<file path="src/rtl/err_stat_acc.sv">
// Windowed slicer-error statistics: per-window mean of err^2 or err, plus peak |err|.
// Results are published with a one-cycle valid strobe at each window end.
module err_stat_acc #(
  parameter int DATA_W = 18,
  parameter int LOG2_N = 20,
  parameter int CNT_W  = 16
) (
  input  logic              clk,
  input  logic              reset_n,
  input  logic              clk_en,
  input  logic              hold,
  input  logic              mode,
  input  logic [DATA_W-1:0] err,
  output logic [DATA_W-1:0] result_out,
  output logic [DATA_W-1:0] peak_out,
  output logic              result_valid,
  output logic              mode_out,
  output logic [CNT_W-1:0]  window_cnt
);

  localparam int ACC_W = DATA_W + LOG2_N;
  localparam int SQ_W  = 2 * DATA_W;
  localparam logic [DATA_W-1:0] MAX_POS = {1'b0, {(DATA_W-1){1'b1}}};
  localparam logic [DATA_W-1:0] MIN_NEG = {1'b1, {(DATA_W-1){1'b0}}};

  logic signed [SQ_W-1:0]   sq_s;
  logic [DATA_W-1:0]        mse_term_s;
  logic [DATA_W-1:0]        mag_s;
  logic [DATA_W-1:0]        peak_nxt_s;
  logic signed [ACC_W-1:0]  term_s;
  logic signed [ACC_W-1:0]  sum_s;
  logic                     win_end_s;
  logic                     unused_sq_s;

  logic signed [ACC_W-1:0]  acc_q,       acc_d;
  logic [LOG2_N-1:0]        smp_cnt_q,   smp_cnt_d;
  logic [DATA_W-1:0]        peak_reg_q,  peak_reg_d;
  logic                     mode_act_q,  mode_act_d;
  logic [DATA_W-1:0]        result_q,    result_d;
  logic [DATA_W-1:0]        peak_out_q,  peak_out_d;
  logic                     valid_q,     valid_d;
  logic                     mode_out_q,  mode_out_d;
  logic [CNT_W-1:0]         win_cnt_q,   win_cnt_d;

  // |e| with the most negative code clamped to full-scale positive
  function automatic logic [DATA_W-1:0] sat_mag(input logic [DATA_W-1:0] e);
    logic [DATA_W-1:0] r;
    if (e == MIN_NEG) begin
      r = MAX_POS;
    end else if (e[DATA_W-1]) begin
      r = (~e) + {{(DATA_W-1){1'b0}}, 1'b1};
    end else begin
      r = e;
    end
    return r;
  endfunction

  // Only (-1.0)^2 sets the integer bit of the product; clamp it so the term stays positive
  function automatic logic [DATA_W-1:0] sat_sq_term(input logic signed [SQ_W-1:0] sq);
    logic [DATA_W-1:0] r;
    if (sq[SQ_W-2]) begin
      r = MAX_POS;
    end else begin
      r = sq[SQ_W-2:DATA_W-1];
    end
    return r;
  endfunction

  assign sq_s        = $signed(err) * $signed(err);
  assign unused_sq_s = ^{sq_s[SQ_W-1], sq_s[DATA_W-2:0]};
  assign mse_term_s  = sat_sq_term(sq_s);
  assign mag_s       = sat_mag(err);
  assign peak_nxt_s  = (mag_s > peak_reg_q) ? mag_s : peak_reg_q;
  assign win_end_s   = (smp_cnt_q == {LOG2_N{1'b1}});

  // Per-sample term selected by the mode latched for this window
  always_comb begin
    term_s = {ACC_W{1'b0}};
    if (mode_act_q) begin
      term_s = {{LOG2_N{err[DATA_W-1]}}, err};
    end else begin
      term_s = {{LOG2_N{1'b0}}, mse_term_s};
    end
  end

  assign sum_s = acc_q + term_s;

  // Next-state: hold restarts the window, an accepted sample accumulates or closes it
  always_comb begin
    acc_d      = acc_q;
    smp_cnt_d  = smp_cnt_q;
    peak_reg_d = peak_reg_q;
    mode_act_d = mode_act_q;
    result_d   = result_q;
    peak_out_d = peak_out_q;
    valid_d    = 1'b0;
    mode_out_d = mode_out_q;
    win_cnt_d  = win_cnt_q;
    if (hold) begin
      acc_d      = {ACC_W{1'b0}};
      smp_cnt_d  = {LOG2_N{1'b0}};
      peak_reg_d = {DATA_W{1'b0}};
      mode_act_d = mode;
    end else if (clk_en) begin
      if (win_end_s) begin
        // Dropping the low LOG2_N bits of a signed sum floors toward -inf
        result_d   = sum_s[ACC_W-1:LOG2_N];
        peak_out_d = peak_nxt_s;
        mode_out_d = mode_act_q;
        valid_d    = 1'b1;
        win_cnt_d  = win_cnt_q + CNT_W'(1);
        acc_d      = {ACC_W{1'b0}};
        smp_cnt_d  = {LOG2_N{1'b0}};
        peak_reg_d = {DATA_W{1'b0}};
        mode_act_d = mode;
      end else begin
        acc_d      = sum_s;
        smp_cnt_d  = smp_cnt_q + LOG2_N'(1);
        peak_reg_d = peak_nxt_s;
      end
    end else begin
      valid_d = 1'b0;
    end
  end

  // State and output registers
  always_ff @(posedge clk or negedge reset_n) begin
    if (!reset_n) begin
      acc_q      <= {ACC_W{1'b0}};
      smp_cnt_q  <= {LOG2_N{1'b0}};
      peak_reg_q <= {DATA_W{1'b0}};
      mode_act_q <= 1'b0;
      result_q   <= {DATA_W{1'b0}};
      peak_out_q <= {DATA_W{1'b0}};
      valid_q    <= 1'b0;
      mode_out_q <= 1'b0;
      win_cnt_q  <= {CNT_W{1'b0}};
    end else begin
      acc_q      <= acc_d;
      smp_cnt_q  <= smp_cnt_d;
      peak_reg_q <= peak_reg_d;
      mode_act_q <= mode_act_d;
      result_q   <= result_d;
      peak_out_q <= peak_out_d;
      valid_q    <= valid_d;
      mode_out_q <= mode_out_d;
      win_cnt_q  <= win_cnt_d;
    end
  end

  assign result_out   = result_q;
  assign peak_out     = peak_out_q;
  assign result_valid = valid_q;
  assign mode_out     = mode_out_q;
  assign window_cnt   = win_cnt_q;

endmodule
</file>
<file path="config.mk">
export PLATFORM = sky130hd
export DESIGN_NAME = err_stat_acc
export DESIGN_NICKNAME = d
export VERILOG_FILES = /design/src/rtl/err_stat_acc.sv
export SDC_FILE = /design/constraint.sdc
export NUM_CORES = 1
export LEC_CHECK = 0
export CAP_MARGIN = 10
export CORE_ASPECT_RATIO = 1.25
export CORE_MARGIN = 1
export CORE_UTILIZATION = 35
export DETAILED_ROUTE_END_ITERATION = 6
export HOLD_SLACK_MARGIN = 0.02
export SKIP_CTS_REPAIR_TIMING = 1
export SYNTH_ARGS = -nofsm -noshare
export SYNTH_HDL_FRONTEND = slang
export SYNTH_SLANG_ARGS = --single-unit
</file>
<file path="constraint.sdc">
create_clock -name clk -period 5.26 [get_ports clk]
set_input_delay 1.578 -clock clk [delete_from_list [all_inputs] [get_ports clk]]
set_output_delay 1.578 -clock clk [all_outputs]
set_load 0.05 [all_outputs]
</file>
==> results.yml, run 1 <==
run_status:
  outcome: "finished with violations"
  violations: "setup timing"
timing:
  fin_crit_sh: 1.82
  worstMarginPinSlew_ns: 0.817
  maxSlewViolCount: 0
  setup_viol: 92
  finalHoldViolCount: 0
  period_minus_slack_ns: 9.59
  rsz0062_at_grt: "yes"
  timing.hold.ws_ns: 0.468
  fin_ws_ns: -4.33
  fmax_ghz: 0.104
  finClkSkew_ns: 0.0115
  relSlewSlack: 0.451
global_route:
  first_global_vias: 16800
  grt_pass1_wl_um: 85600
  grtUsageTotal: 0.200
  antenna_found_initial: 0
  grt_overflow: 0
  grt_start_max_net_pins: 76
worst_setup_path:
  crit_path_start_kind: "input port"
  r2r_cells: 17
  worstReg2RegEnd: "result_out[16]"
  crit_path_end_kind: "flip-flop"
  critical_path.slowest_cell: "fa_1"
  required_ns: 5.57
  path_common_cell: "fa_1"
  r2r_slack_ns: 1.50
  rr_startpoint: "mode_act_q"
  cp_max_fo: 5
  cpPeakStageDelay_ns: 0.51
  cp_data_arrival_time_ns: 9.90
  crit_start: "err[0]"
  worstSetupPathType: "input port to flip-flop"
detailed_routing:
  dr.first_iter.drc_count: 627
  routed_wl_um: 52300
  drtPass1Iterations: 5
  routedWlPerCell_um: 16.9
  routed_via_density: 4.93
  drcViolationCount: 0
  route.vias.total: 15300
  final_antenna_net_count: 0
clocking:
  clk_latency_ns: 0.43
  cts-htree-levels: 4
  root_buffer: "clkbuf_16"
  cts_made_buffers: 17
  clkTransAtPathRegs_ns: 0.06
  cts_tree: "done"
  clock_sink_count: 131
  clockBufferDepth: 2
logic_synthesis:
  yosysWarnings: 0
  synth_edf_count: 0
  syn_inst: 2011
  synth.largest_area_cell: "fa_1"
  synth_top_area_share: 0.318
  synth.avg_cell_area_sq_um: 9.17
  synth_area_leaders: "fa_1 32%, dfrtp_1 18%, ha_1 11%"
  ys_ff_latch: 131
  yosysSeqAreaShare: 0.178
  synth_cell_type_count: 67
  ys.flop_type: "dfrtp_1"
  syn_area_sq_um: 18400
  syn_nets: 2485
  synth_async_sr_flop_share: 1.00
floorplan:
  core_area_sq_um: 51800
  fp.dieW_um: 207
  die-area_sq_um: 53600
  die_h_um: 259
  start_util: 0.356
  io_pins: 77
  num_rows: 93
final_layout:
  insertedDiodeCount: 0
  drive_gt1_frac: 0.265
  nFillCells: 4776
  syn_to_final_growth_pct: 32.8
  nNetsFinal: 2892
  fin_cells: 3096
placement:
  hpwl_um: 42800
  io_buffers: 76
  dp_cells: 3019
  gp_congestion: 0.933
min_path:
  hp-class: "flip-flop to flip-flop"
  hold_end: "result_out[13]"
  min_path_cells: 2
  hold_start: "result_out[13]"
job:
  cap_violations: 0
[final cells by class]
class / instances / area [sq um] / area share
clock buffers: 18 / 439 / 0.0179
clock inverters: 14 / 139 / 0.00567
inverters: 451 / 1740 / 0.0712
multi-input cells: 1364 / 14200 / 0.579
flip-flops and latches: 131 / 3280 / 0.134
well taps: 665 / 832 / 0.0340
repair buffers: 453 / 3880 / 0.158
[critical path, delay by kind of cell]
family          cells  cell delay [ns]
compound gates     16             3.08
simple gates        3             0.45
fa+ha+maj           8             3.27
xor+xnor            1             0.28
buf+inv            11             0.98
mux                 1             0.27
[synthesized netlist by cell type (all sizes together), types with 11 or more instances]
library cell / number
inv: 445
and2: 14
clkbuf: 53
nand3: 27
dfrtp: 131
nand2: 218
nor2b: 11
buf: 13
o211ai: 15
nor3: 21
nand4: 13
a22o: 38
o21a: 11
a21oi: 53
a22oi: 15
ha: 158
a21o: 28
nor2: 139
o21ai: 66
mux2i: 18
xor2: 48
and3: 12
fa: 293
xnor2: 63
[sequential cells by signal, indices dropped and copies added (netlist names)]
name          count
acc_q            38
mode_act_q        1
mode_out          1
peak_out         18
peak_reg_q       18
result_out       18
result_valid      1
smp_cnt_q        20
window_cnt       16
[worst max path at each step]
stage | to | depth (start not counted)
4_1_cts | result_out[16] | 39
5_1_grt | result_out[16] | 39
3_5_place_dp | result_out[16] | 39
6_report | result_out[16] | 40
2_1_floorplan | result_out[16] | 38
3_3_place_gp | result_out[16] | 37
[placed cells by master (no fill, tap or decap), types with 11 or more instances in the layout]
master             n
inv_1            415
o21ai_2           11
nor2_2            20
nor3_1            19
nand2_2           17
dfrtp_1          131
xnor2_1           50
clkbuf_16         17
o21ai_1           19
nand3_1           26
mux2i_1           15
fa_1             279
buf_12            14
a22o_1            38
a21o_1            28
o21ai_0           36
ha_4              15
o21a_1            11
clkdlybuf4s50_1   57
ha_1             141
buf_6             35
a21oi_2           15
xnor2_2           12
xor2_1            45
nand4_1           12
o211ai_1          15
and3_1            11
inv_2             26
fa_2              14
a21oi_1           33
nor2_1           111
buf_4            327
nand2_1          195
[kinds of logic (layout without fill, tap and decap cells)]
family	Yosys count	count (layout)	share of synthesized area
AOI/OAI and AO/OA	280	280	0.104
xor gates and xnor gates	111	111	0.0527
adders and majority gates	451	451	0.425
buffers and inverters	517	936	0.106
DFF	131	131	0.178
muxes	26	26	0.0147
and+or+nand+nor	495	496	0.120
[stage by stage]
stage / instance area (sq um) / worst slack (ns) / TNS, ns / utilization
after floorplan: 19100 / -4.42 / -213.67 / -
after global placement: 22800 / -5.15 / -302.14 / 0.439
after detailed placement: 22800 / -5.34 / -312.41 / 0.439
after CTS: 23300 / -4.95 / -275.31 / 0.451
after global routing: 24500 / -4.66 / -259.69 / 0.473
final: 24500 / -4.33 / -234.68 / 0.473
[routing by layer]
| metal | part of all wire | vias to the layer above | track usage |
|---|---|---|---|
| li1 | - | 7112 | - |
| met1 | 0.39 | 7725 | 0.234 |
| met2 | 0.54 | 318 | 0.378 |
| met3 | 0.034 | 118 | 0.0167 |
| met4 | 0.039 | 0 | 0.0769 |
| met5 | 0 | - | 0 |
Power of run 1 is not shown: default switching activity piles up to over one toggle a cycle in this logic, so the estimate is an artifact.
==> run 2: changes to the inputs <==
REMOVE_ABC_BUFFERS = 1   (was default)
==> results.yml, run 2 (synthesized netlist as in run 1, its figures left out) <==
worst_setup_path:
  cp_max_fo: 6
  cp_data_arrival_time_ns: 9.81
  cpPeakStageDelay_ns: 0.56
  worstSetupPathType: "input port to flip-flop"
  critical_path.slowest_cell: "fa_1"
  crit_path_end_kind: "flip-flop"
  crit_path_start_kind: "input port"
  path_common_cell: "fa_1"
  required_ns: 5.54
min_path:
  hp-class: "flip-flop to flip-flop"
run_status:
  violations: "setup timing"
  outcome: "finished with violations"
clocking:
  cts_tree: "done"
  clk_latency_ns: 0.42
  root_buffer: "clkbuf_16"
  cts_made_buffers: 17
  clockBufferDepth: 2
  clkTransAtPathRegs_ns: 0.06
  clock_sink_count: 131
  cts-htree-levels: 4
timing:
  setup_viol: 86
  worstMarginPinSlew_ns: 0.847
  relSlewSlack: 0.435
  rsz0062_at_grt: "yes"
  timing.hold.ws_ns: 0.466
  fin_ws_ns: -4.27
  fmax_ghz: 0.105
  period_minus_slack_ns: 9.53
  finalHoldViolCount: 0
  fin_crit_sh: 1.81
  finClkSkew_ns: 0.0147
  maxSlewViolCount: 0
final_layout:
  insertedDiodeCount: 0
  nFillCells: 4711
  largest_reg_flops: 38
  nNetsFinal: 2912
  syn_to_final_growth_pct: 34.8
  top_regs: "acc_q x38, smp_cnt_q x20"
  drive_gt1_frac: 0.291
  layout_commonest_cell: "inv_1"
  multi_input_area_sq_um: 14400
  seqCellArea_sq_um: 3280
  final_cell_mix: "406 x inv_1, 348 x buf_4, 265 x fa_1, 192 x nand2_1, 135 x ha_1"
  top_register: "acc_q"
global_route:
  grt_pass1_wl_um: 82300
  antenna_found_initial: 1
  first_global_vias: 16500
  grtUsageTotal: 0.193
  grt_start_max_net_pins: 69
  grt_overflow: 0
detailed_routing:
  routed_via_density: 4.91
  routed_wl_um: 52200
  routedWlPerCell_um: 16.8
  drtPass1Iterations: 5
  drcViolationCount: 0
  route.vias.total: 15300
  dr.first_iter.drc_count: 741
  final_antenna_net_count: 0
floorplan:
  core_area_sq_um: 51800
  die-area_sq_um: 53600
  io_pins: 77
  start_util: 0.356
  die_h_um: 259
  fp.dieW_um: 207
  num_rows: 93
placement:
  io_buffers: 76
  gp_congestion: 0.889
  hpwl_um: 41600
job:
  cap_violations: 0
## run 2: cell count changes in the layout (fill, tap and decap cells not counted), sizes merged, moves of 4 or more
cell / change
buf: +28
dlymetal6s2s: -7
clkinvlp: +4
inv: -4
## run 2: area by class of cell
class,count,share of cell area
timing repair buffer,473,0.163
clock inverter,14,0.00629
clock buffer,18,0.0173
sequential,131,0.132
multi-input combinational,1364,0.579
tap,665,0.0335
inverter,451,0.0690
## run 2: final timing paths
path | startpoint | to | slack [ns] | cells past startpoint
hold reg to reg | result_out[5] | result_out[5] | 0.47 | 2
max in group asynchronous | reset_n | result_out[15] | 3.18 | 2
min in group asynchronous | reset_n | window_cnt[11] | 1.15 | 1
setup / recovery | err[4] | acc_q[37] | -4.27 | 36
setup reg to reg | mode_act_q | acc_q[37] | 1.38 | 16
hold / removal | result_out[5] | result_out[5] | 0.47 | 2
## run 2: worst max-delay path, delay by kind of cell
family          cells  cell delay [ns]
xor+xnor            1             0.17
fa+ha+maj           8             3.60
compound gates     15             2.97
buf+inv             7             0.60
simple gates        5             0.88
## run 2: per-layer routing
| layer | GRT usage | routed length (um) | part of all wire | up-vias |
|---|---|---|---|---|
| li1 | - | - | - | 7172 |
| met1 | 0.215 | 20300 | 0.39 | 7733 |
| met2 | 0.378 | 28500 | 0.55 | 293 |
| met3 | 0.0194 | 1440 | 0.028 | 114 |
| met4 | 0.0711 | 2040 | 0.039 | 0 |
| met5 | 0 | 0 | 0 | - |
## run 2: per-stage QoR
step | TNS [ns] | utilization | setup WS [ns] | instance area [sq um] | cells
floorplan | -290.86 | - | -4.94 | 18200 | 1945
global placement | -338.27 | 0.434 | -5.69 | 22500 | 3036
detailed placement | -346.62 | 0.434 | -5.86 | 22500 | 3036
CTS | -308.13 | 0.445 | -5.45 | 23100 | 3068
global route | -234.17 | 0.480 | -4.54 | 24900 | 3116
finish | -213.56 | 0.480 | -4.27 | 24900 | 3116
Power of run 2 is left out for the same reason.
